**src/rtl/alu_arbiter_pkg.sv**
```systemverilog
// Shared encodings for the two-requester ALU arbiter: ops, FSM states, result constants.
// No logic here; types and constants only.
package alu_arbiter_pkg;

  typedef enum logic [1:0] {
    OP_ADD = 2'b00,
    OP_SUB = 2'b01,
    OP_MUL = 2'b10,
    OP_DIV = 2'b11
  } op_e;

  typedef enum logic [1:0] {
    ST_IDLE = 2'b00,
    ST_BUSY = 2'b01,
    ST_DONE = 2'b10
  } state_e;

  localparam logic [31:0] DIV_ZERO_RESULT = 32'hFFFF_FFFF;
  localparam int          CNT_W           = 5;

  typedef struct packed {
    logic        id;
    op_e         op;
    logic [31:0] a;
    logic [31:0] b;
  } op_req_t;

  function automatic logic is_div_zero(input op_req_t r);
    return (r.op == OP_DIV) && (r.b == 32'd0);
  endfunction

endpackage

```
**src/rtl/alu_arbiter_if.sv**
```systemverilog
// Request/response bundle between two requesters, one consumer and the arbiter.
// slave = arbiter side, master = requesters plus result consumer.
interface alu_arbiter_if;
  logic [1:0]  req_valid;
  logic [1:0]  req_ready;
  logic [1:0]  req0_op;
  logic [1:0]  req1_op;
  logic [31:0] req0_a;
  logic [31:0] req0_b;
  logic [31:0] req1_a;
  logic [31:0] req1_b;
  logic        rsp_valid;
  logic        rsp_ready;
  logic        rsp_id;
  logic [31:0] rsp_data;
  logic        rsp_err;
  logic        busy;

  modport slave (
    input  req_valid, req0_op, req1_op, req0_a, req0_b, req1_a, req1_b, rsp_ready,
    output req_ready, rsp_valid, rsp_id, rsp_data, rsp_err, busy
  );

  modport master (
    output req_valid, req0_op, req1_op, req0_a, req0_b, req1_a, req1_b, rsp_ready,
    input  req_ready, rsp_valid, rsp_id, rsp_data, rsp_err, busy
  );
endinterface

```
**src/rtl/alu_core.sv**
```systemverilog
// Combinational 32-bit ALU: add/sub/mul/div plus logic ops; zero latency, no handshake.
// signed_mode selects signed mul/div, high_word returns the upper half of the product.
module alu_core (
  input  logic [31:0] a,
  input  logic [31:0] b,
  input  logic [2:0]  opcode,
  input  logic        signed_mode,
  input  logic        high_word,
  output logic [31:0] y
);
  logic [63:0] prod;
  logic [31:0] quo;

  always_comb begin
    prod = 64'd0;
    quo  = 32'd0;
    if (signed_mode) begin
      prod = $signed({{32{a[31]}}, a}) * $signed({{32{b[31]}}, b});
    end else begin
      prod = {32'd0, a} * {32'd0, b};
    end
    // Zero divisor yields 0 here; callers that need a flag test b themselves.
    if (b != 32'd0) begin
      if (signed_mode) begin
        quo = $signed(a) / $signed(b);
      end else begin
        quo = a / b;
      end
    end
  end

  always_comb begin
    y = 32'd0;
    case (opcode)
      3'b000:  y = a + b;
      3'b001:  y = a - b;
      3'b010:  y = high_word ? prod[63:32] : prod[31:0];
      3'b011:  y = quo;
      3'b100:  y = a & b;
      3'b101:  y = a | b;
      3'b110:  y = a ^ b;
      default: y = a;
    endcase
  end
endmodule

```
**src/rtl/alu_rr_pick.sv**
```systemverilog
// 2-way round-robin grant: a lone requester wins, on contention the pointer decides.
// Purely combinational; no state, no backpressure of its own.
module alu_rr_pick (
  input  logic [1:0] valid,
  input  logic       ptr,
  output logic [1:0] gnt,
  output logic       gnt_id
);
  always_comb begin
    gnt_id = 1'b0;
    gnt    = 2'b00;
    case (valid)
      2'b01:   gnt_id = 1'b0;
      2'b10:   gnt_id = 1'b1;
      2'b11:   gnt_id = ptr;
      default: gnt_id = 1'b0;
    endcase
    if (valid != 2'b00) begin
      gnt = gnt_id ? 2'b10 : 2'b01;
    end
  end
endmodule

```
**src/rtl/alu_arbiter.sv**
```systemverilog
// Arbitrates two requesters onto one ALU; result after op-dependent N edges (add/sub, mul, div).
// One op in flight; req_ready stays low in BUSY/DONE and the result holds until rsp_ready.
module alu_arbiter
  import alu_arbiter_pkg::*;
#(
  parameter int ADDSUB_CYCLES = 1,
  parameter int MUL_CYCLES    = 4,
  parameter int DIV_CYCLES    = 16
) (
  input  logic         clk,
  input  logic         reset,
  alu_arbiter_if.slave bus
);
  localparam logic [CNT_W-1:0] ADDSUB_LOAD = CNT_W'(ADDSUB_CYCLES - 1);
  localparam logic [CNT_W-1:0] MUL_LOAD    = CNT_W'(MUL_CYCLES - 1);
  localparam logic [CNT_W-1:0] DIV_LOAD    = CNT_W'(DIV_CYCLES - 1);

  state_e           state, state_nxt;
  logic             ptr;
  logic [CNT_W-1:0] cnt;
  logic [CNT_W-1:0] cnt_load;
  op_req_t          cur;
  op_e              sel_op;
  logic [1:0]       gnt;
  logic             gnt_id;
  logic             accept;
  logic [31:0]      alu_y;
  logic [31:0]      rsp_data_q;
  logic             rsp_id_q;
  logic             rsp_err_q;

  alu_rr_pick u_pick (
    .valid  (bus.req_valid),
    .ptr    (ptr),
    .gnt    (gnt),
    .gnt_id (gnt_id)
  );

  alu_core u_alu (
    .a           (cur.a),
    .b           (cur.b),
    .opcode      ({1'b0, cur.op}),
    .signed_mode (1'b0),
    .high_word   (1'b0),
    .y           (alu_y)
  );

  assign accept = (state == ST_IDLE) && (gnt != 2'b00);

  always_comb begin
    sel_op   = op_e'(gnt_id ? bus.req1_op : bus.req0_op);
    cnt_load = ADDSUB_LOAD;
    case (sel_op)
      OP_MUL:  cnt_load = MUL_LOAD;
      OP_DIV:  cnt_load = DIV_LOAD;
      default: cnt_load = ADDSUB_LOAD;
    endcase
  end

  always_ff @(posedge clk or posedge reset) begin
    if (reset) begin
      state <= ST_IDLE;
    end else begin
      state <= state_nxt;
    end
  end

  always_comb begin
    state_nxt     = state;
    bus.req_ready = 2'b00;
    case (state)
      ST_IDLE: begin
        bus.req_ready = gnt;
        if (accept) state_nxt = ST_BUSY;
      end
      ST_BUSY: begin
        if (cnt == '0) state_nxt = ST_DONE;
      end
      ST_DONE: begin
        if (bus.rsp_ready) state_nxt = ST_IDLE;
      end
      default: state_nxt = ST_IDLE;
    endcase
  end

  always_ff @(posedge clk or posedge reset) begin
    if (reset) begin
      ptr        <= 1'b0;
      cnt        <= '0;
      cur        <= '0;
      rsp_data_q <= 32'd0;
      rsp_id_q   <= 1'b0;
      rsp_err_q  <= 1'b0;
    end else begin
      case (state)
        ST_IDLE: begin
          if (accept) begin
            cur <= '{id: gnt_id,
                     op: sel_op,
                     a:  gnt_id ? bus.req1_a : bus.req0_a,
                     b:  gnt_id ? bus.req1_b : bus.req0_b};
            cnt <= cnt_load;
            ptr <= ~gnt_id;
          end
        end
        ST_BUSY: begin
          if (cnt != '0) begin
            cnt <= cnt - 1'b1;
          end else begin
            rsp_id_q <= cur.id;
            if (is_div_zero(cur)) begin
              rsp_data_q <= DIV_ZERO_RESULT;
              rsp_err_q  <= 1'b1;
            end else begin
              rsp_data_q <= alu_y;
              rsp_err_q  <= 1'b0;
            end
          end
        end
        default: ;
      endcase
    end
  end

  assign bus.rsp_valid = (state == ST_DONE);
  assign bus.rsp_data  = rsp_data_q;
  assign bus.rsp_id    = rsp_id_q;
  assign bus.rsp_err   = rsp_err_q;
  assign bus.busy      = (state != ST_IDLE);
endmodule

```
**src/flat_wrapper.sv**
```systemverilog
// flat-port wrapper written by rule: the top's interface ports become plain ports
module alu_arbiter_flat import alu_arbiter_pkg::*;
#(
  parameter int ADDSUB_CYCLES = 1,
  parameter int MUL_CYCLES    = 4,
  parameter int DIV_CYCLES    = 16
)
  (clk, reset, bus_req_valid, bus_req0_op, bus_req1_op, bus_req0_a, bus_req0_b, bus_req1_a, bus_req1_b, bus_rsp_ready, bus_req_ready, bus_rsp_valid, bus_rsp_id, bus_rsp_data, bus_rsp_err, bus_busy);
  alu_arbiter_if bus_i ();
  input  logic clk;
  input  logic reset;
  input wire logic [$bits(bus_i.req_valid)-1:0] bus_req_valid;
  input wire logic [$bits(bus_i.req0_op)-1:0] bus_req0_op;
  input wire logic [$bits(bus_i.req1_op)-1:0] bus_req1_op;
  input wire logic [$bits(bus_i.req0_a)-1:0] bus_req0_a;
  input wire logic [$bits(bus_i.req0_b)-1:0] bus_req0_b;
  input wire logic [$bits(bus_i.req1_a)-1:0] bus_req1_a;
  input wire logic [$bits(bus_i.req1_b)-1:0] bus_req1_b;
  input wire logic [$bits(bus_i.rsp_ready)-1:0] bus_rsp_ready;
  output wire logic [$bits(bus_i.req_ready)-1:0] bus_req_ready;
  output wire logic [$bits(bus_i.rsp_valid)-1:0] bus_rsp_valid;
  output wire logic [$bits(bus_i.rsp_id)-1:0] bus_rsp_id;
  output wire logic [$bits(bus_i.rsp_data)-1:0] bus_rsp_data;
  output wire logic [$bits(bus_i.rsp_err)-1:0] bus_rsp_err;
  output wire logic [$bits(bus_i.busy)-1:0] bus_busy;
  assign bus_i.req_valid = bus_req_valid;
  assign bus_i.req0_op = bus_req0_op;
  assign bus_i.req1_op = bus_req1_op;
  assign bus_i.req0_a = bus_req0_a;
  assign bus_i.req0_b = bus_req0_b;
  assign bus_i.req1_a = bus_req1_a;
  assign bus_i.req1_b = bus_req1_b;
  assign bus_i.rsp_ready = bus_rsp_ready;
  assign bus_req_ready = bus_i.req_ready;
  assign bus_rsp_valid = bus_i.rsp_valid;
  assign bus_rsp_id = bus_i.rsp_id;
  assign bus_rsp_data = bus_i.rsp_data;
  assign bus_rsp_err = bus_i.rsp_err;
  assign bus_busy = bus_i.busy;
  alu_arbiter #(.ADDSUB_CYCLES(ADDSUB_CYCLES), .MUL_CYCLES(MUL_CYCLES), .DIV_CYCLES(DIV_CYCLES)) u_core (.clk(clk), .reset(reset), .bus(bus_i));
endmodule
```
**config.mk**
```make
export PLATFORM = sky130hd
export DESIGN_NAME = alu_arbiter_flat
export DESIGN_NICKNAME = d
export VERILOG_FILES = /design/src/rtl/alu_arbiter_pkg.sv /design/src/rtl/alu_arbiter_if.sv /design/src/rtl/alu_core.sv /design/src/rtl/alu_rr_pick.sv /design/src/rtl/alu_arbiter.sv /design/src/flat_wrapper.sv
export SDC_FILE = /design/constraint.sdc
export NUM_CORES = 2
export LEC_CHECK = 0
export BUFFER_PORTS_ARGS = -buffer_cell sky130_fd_sc_hd__buf_2
export CAP_MARGIN = 20
export CORE_MARGIN = 2
export CORE_UTILIZATION = 25
export DETAILED_ROUTE_END_ITERATION = 10
export HOLD_SLACK_MARGIN = 0.06
export PLACE_DENSITY_LB_ADDON = 0.12
export SLEW_MARGIN = 20
export SYNTH_ARGS = -nofsm -noshare
export SYNTH_HDL_FRONTEND = slang
export SYNTH_HIERARCHICAL = 1
export SYNTH_SLANG_ARGS = --single-unit
```
**constraint.sdc**
```tcl
create_clock -name clk -period 77.4 [get_ports clk]
set_input_delay 7.74 -clock clk [delete_from_list [all_inputs] [get_ports clk]]
set_output_delay 7.74 -clock clk [all_outputs]
set_load 0.02 [all_outputs]
```
==> results.sh <==
export IMPL_cts_hold_buf=0
export IMPL_drc=0
export IMPL_fillers=50900
export IMPL_yosysWarnings=6
export IMPL_cp_slowest_cell="or4b_2"
export IMPL_fin_nets=18200
export IMPL_synth_area_per_cell_sq_um=7.78
export IMPL_die_area_sq_mm=0.467
export IMPL_slew_headroom_pct=-29.6
export IMPL_hold_class="register to register"
export IMPL_worstSetupPathType="register to register"
export IMPL_synth_top_family_by_area="adder cells"
export IMPL_final_util_pct=27.9
export IMPL_seq_area_frac_synth_pct=2.36
export IMPL_gp_congestion=0.984
export IMPL_insertion_delay_ps=510
export IMPL_synthCells=14800
export IMPL_synth_fa_ha_area_share_pct=42.3
export IMPL_synth_xor_area_share_pct=6.44
export IMPL_skew_ps=61.4
export IMPL_routed_via_density=5.28
export IMPL_reg2reg_slack_ps=4240
export IMPL_dp_hpwl_um=507000
export IMPL_r2r_end="u_core/bus.rsp_data[0]"
export IMPL_drt_pass1_iterations=6
export IMPL_synth_mux_area_fraction_pct=3.09
export IMPL_violations="max-slew violations"
export IMPL_synth_largest_area_cell="fa_1"
export IMPL_setup_viol=0
export IMPL_globalRouteTotalUtil_pct=26.0
export IMPL_hold_path_end="u_core/bus.rsp_err"
export IMPL_layout_common_cells="1,811 x inv_1, 1,751 x nand2_1, 1,548 x ha_1"
export IMPL_syn2layout_area_growth_pct=11.0
export IMPL_drt_total_wl_um=625000
export IMPL_final_common_cell="inv_1"
export IMPL_holdPathStages=2
export IMPL_start_kind="register"
export IMPL_die_height_um=684
export IMPL_cts_max_path_buffers=2
export IMPL_hold_ws_ps=486
export IMPL_path_buf_inv=31
export IMPL_syn_area_sq_mm=0.115
export IMPL_fin_setup_tns_ps=0
export IMPL_r2r_cells=341
export IMPL_yosys_top_cells_area="fa_1 26%, ha_1 17%, inv_1 5.9%"
export IMPL_grt_max_degree=108
export IMPL_cts_max_level=3
export IMPL_grt_overflow_total=0
export IMPL_synthArstFlopShare_pct=100
export IMPL_min_from="u_core/bus.rsp_err"
export IMPL_synthFlopType="dfrtp_1"
export IMPL_clock_sinks=109
export IMPL_row_count=249
export IMPL_cts_buffers_inserted=9
export IMPL_io_pins=175
export IMPL_die_w_um=684
export IMPL_crit_top_cell="o21a_1"
export IMPL_port_buffers=174
export IMPL_postRouteAntennaNets=0
export IMPL_critPathRequiredTime_ps=77800
export IMPL_path_clk_slew_ps=170
export IMPL_synth_edf_count=0
export IMPL_cts_tree="built"
export IMPL_grt_antenna_before_repair=62
export IMPL_cp_top_family="compound AO/OA/AOI/OAI gates"
export IMPL_outcome="finished, violations left"
export IMPL_drt_iter0_markers=9884
export IMPL_drive_gt1_share_pct=9.36
export IMPL_cp_arrival_ps=73570
export IMPL_synth_simple_gate_area_share_pct=18.4
export IMPL_fin_crit_ps=73160
export IMPL_cts_root_buf="clkbuf_16"
export IMPL_slowest_delay_ps=660
export IMPL_r2r_start="u_core/cur[13]"
export IMPL_maxCapViolations=0
export IMPL_synth_seq_cells=109
export IMPL_yosys_cell_types_count=107
export IMPL_end_kind="register"
export IMPL_timing_fmax_mhz=13.7
export IMPL_placed_area_sq_mm=0.127
export IMPL_start_util_pct=25.1
export IMPL_netlist_area_leader_share_pct=25.5
export IMPL_hold_viol=0
export IMPL_fin_crit_sh_pct=94.5
export IMPL_coreArea_sq_mm=0.460
export IMPL_grt_pass1_wl_um=872000
export IMPL_fin_area_sq_mm=0.128
export IMPL_num_vias=112000
export IMPL_synth_compound_area_share_pct=19.5
export IMPL_critPathMaxFanout=26
export IMPL_slew_violations=33
export IMPL_tightest_slew_ps=1940
export IMPL_routedWlPerCell_um=29.5
export IMPL_first_global_vias=112000
==> kinds of logic after synthesis <==
| group | after synthesis |
|---|---|
| adders and majority gates | 3021 |
| xor gates and xnor gates | 849 |
| buffers and inverters | 2428 |
| other | 1 |
| muxes | 313 |
| AOI/OAI and AO/OA | 3410 |
| DFF | 109 |
| and+or+nand+nor | 4714 |
==> sequential cells by signal (all words and copies together) (netlist names) <==
| register | count |
|---|---|
| u_core/cnt | 5 |
| u_core/state | 2 |
| u_core/bus.rsp_data | 32 |
| u_core/bus.rsp_err | 1 |
| u_core/ptr | 1 |
| u_core/bus.rsp_id | 1 |
| u_core/cur | 67 |
==> tightest hold or removal path, stage by stage (launching register included) <==
cell and delay, ps:
dfrtp_1 350, nand2_1 50, nand2_1 50
==> what timing repair did <==
item,in CTS,in global routing
setup endpoints to repair,2,2
resized for setup,39,172
pin swaps,5,29
setup buffers,4,27
gates cloned,1,0
==> metal layers <==
layer	vias up	part of all wire, %	global-route usage [%]
met3	849	5.5	3.05
met1	56400	43	34.0
met2	3654	46	43.0
met4	10	5.5	11.8
li1	51000	-	-
met5	-	0.011	0
==> cells in the mapped netlist, types with 41 or more instances <==
cell       number
nand3_1       311
o21bai_1       94
inv_1        1825
a31oi_1       153
a21o_1        402
o21ai_0       662
and3_1         72
nor3_1        427
nor2_1       1294
mux2i_1       132
a21oi_1       800
dfrtp_1       109
o2111ai_1      41
and2_1         80
o21a_1        388
nor4_1         60
o211ai_1      105
or2_2          86
ha_1         1548
a211oi_1      109
clkbuf_1      422
nand2b_1      123
buf_1         122
nand2_1      1754
fa_1         1473
xnor2_1       543
or3_1         125
a21boi_0       62
mux2_2        160
nand4_1       116
nor2b_1       136
o31ai_1       103
xor2_1        306
==> how the worst max path moves through the flow <==
stage,start,endpoint,cells past startpoint
finish,u_core/cur[13],u_core/bus.rsp_data[0],341
global route,u_core/cur[13],u_core/bus.rsp_data[0],350
CTS,u_core/cur[19],u_core/bus.rsp_data[0],335
detailed placement,u_core/cur[19],u_core/bus.rsp_data[0],332
global placement,u_core/cur[19],u_core/bus.rsp_data[0],333
floorplan,u_core/cur[0],u_core/bus.rsp_data[0],349
==> area by class of cell <==
type                    instances  area (sq um)  share of cell area [%]
flip-flops and latches        109          2810                    2.19
well taps                    6149          7690                    6.00
clock inverters                 7           101                  0.0791
diodes                         24          60.1                  0.0469
repair buffers                736          5400                    4.21
multi-input cells           12300        105000                    81.8
inverters                    1862          7000                    5.46
clock buffers                   9           225                   0.176
==> stage by stage <==
step,instances,worst slack (ps)
after floorplan,14800,2870
after global placement,21100,-2900
after detailed placement,21100,-3420
after CTS,21200,100
after global routing,21200,-176
final,21200,4240
Power is not shown: default switching activity piles up to over one toggle a cycle in this logic, so the estimate is an artifact.
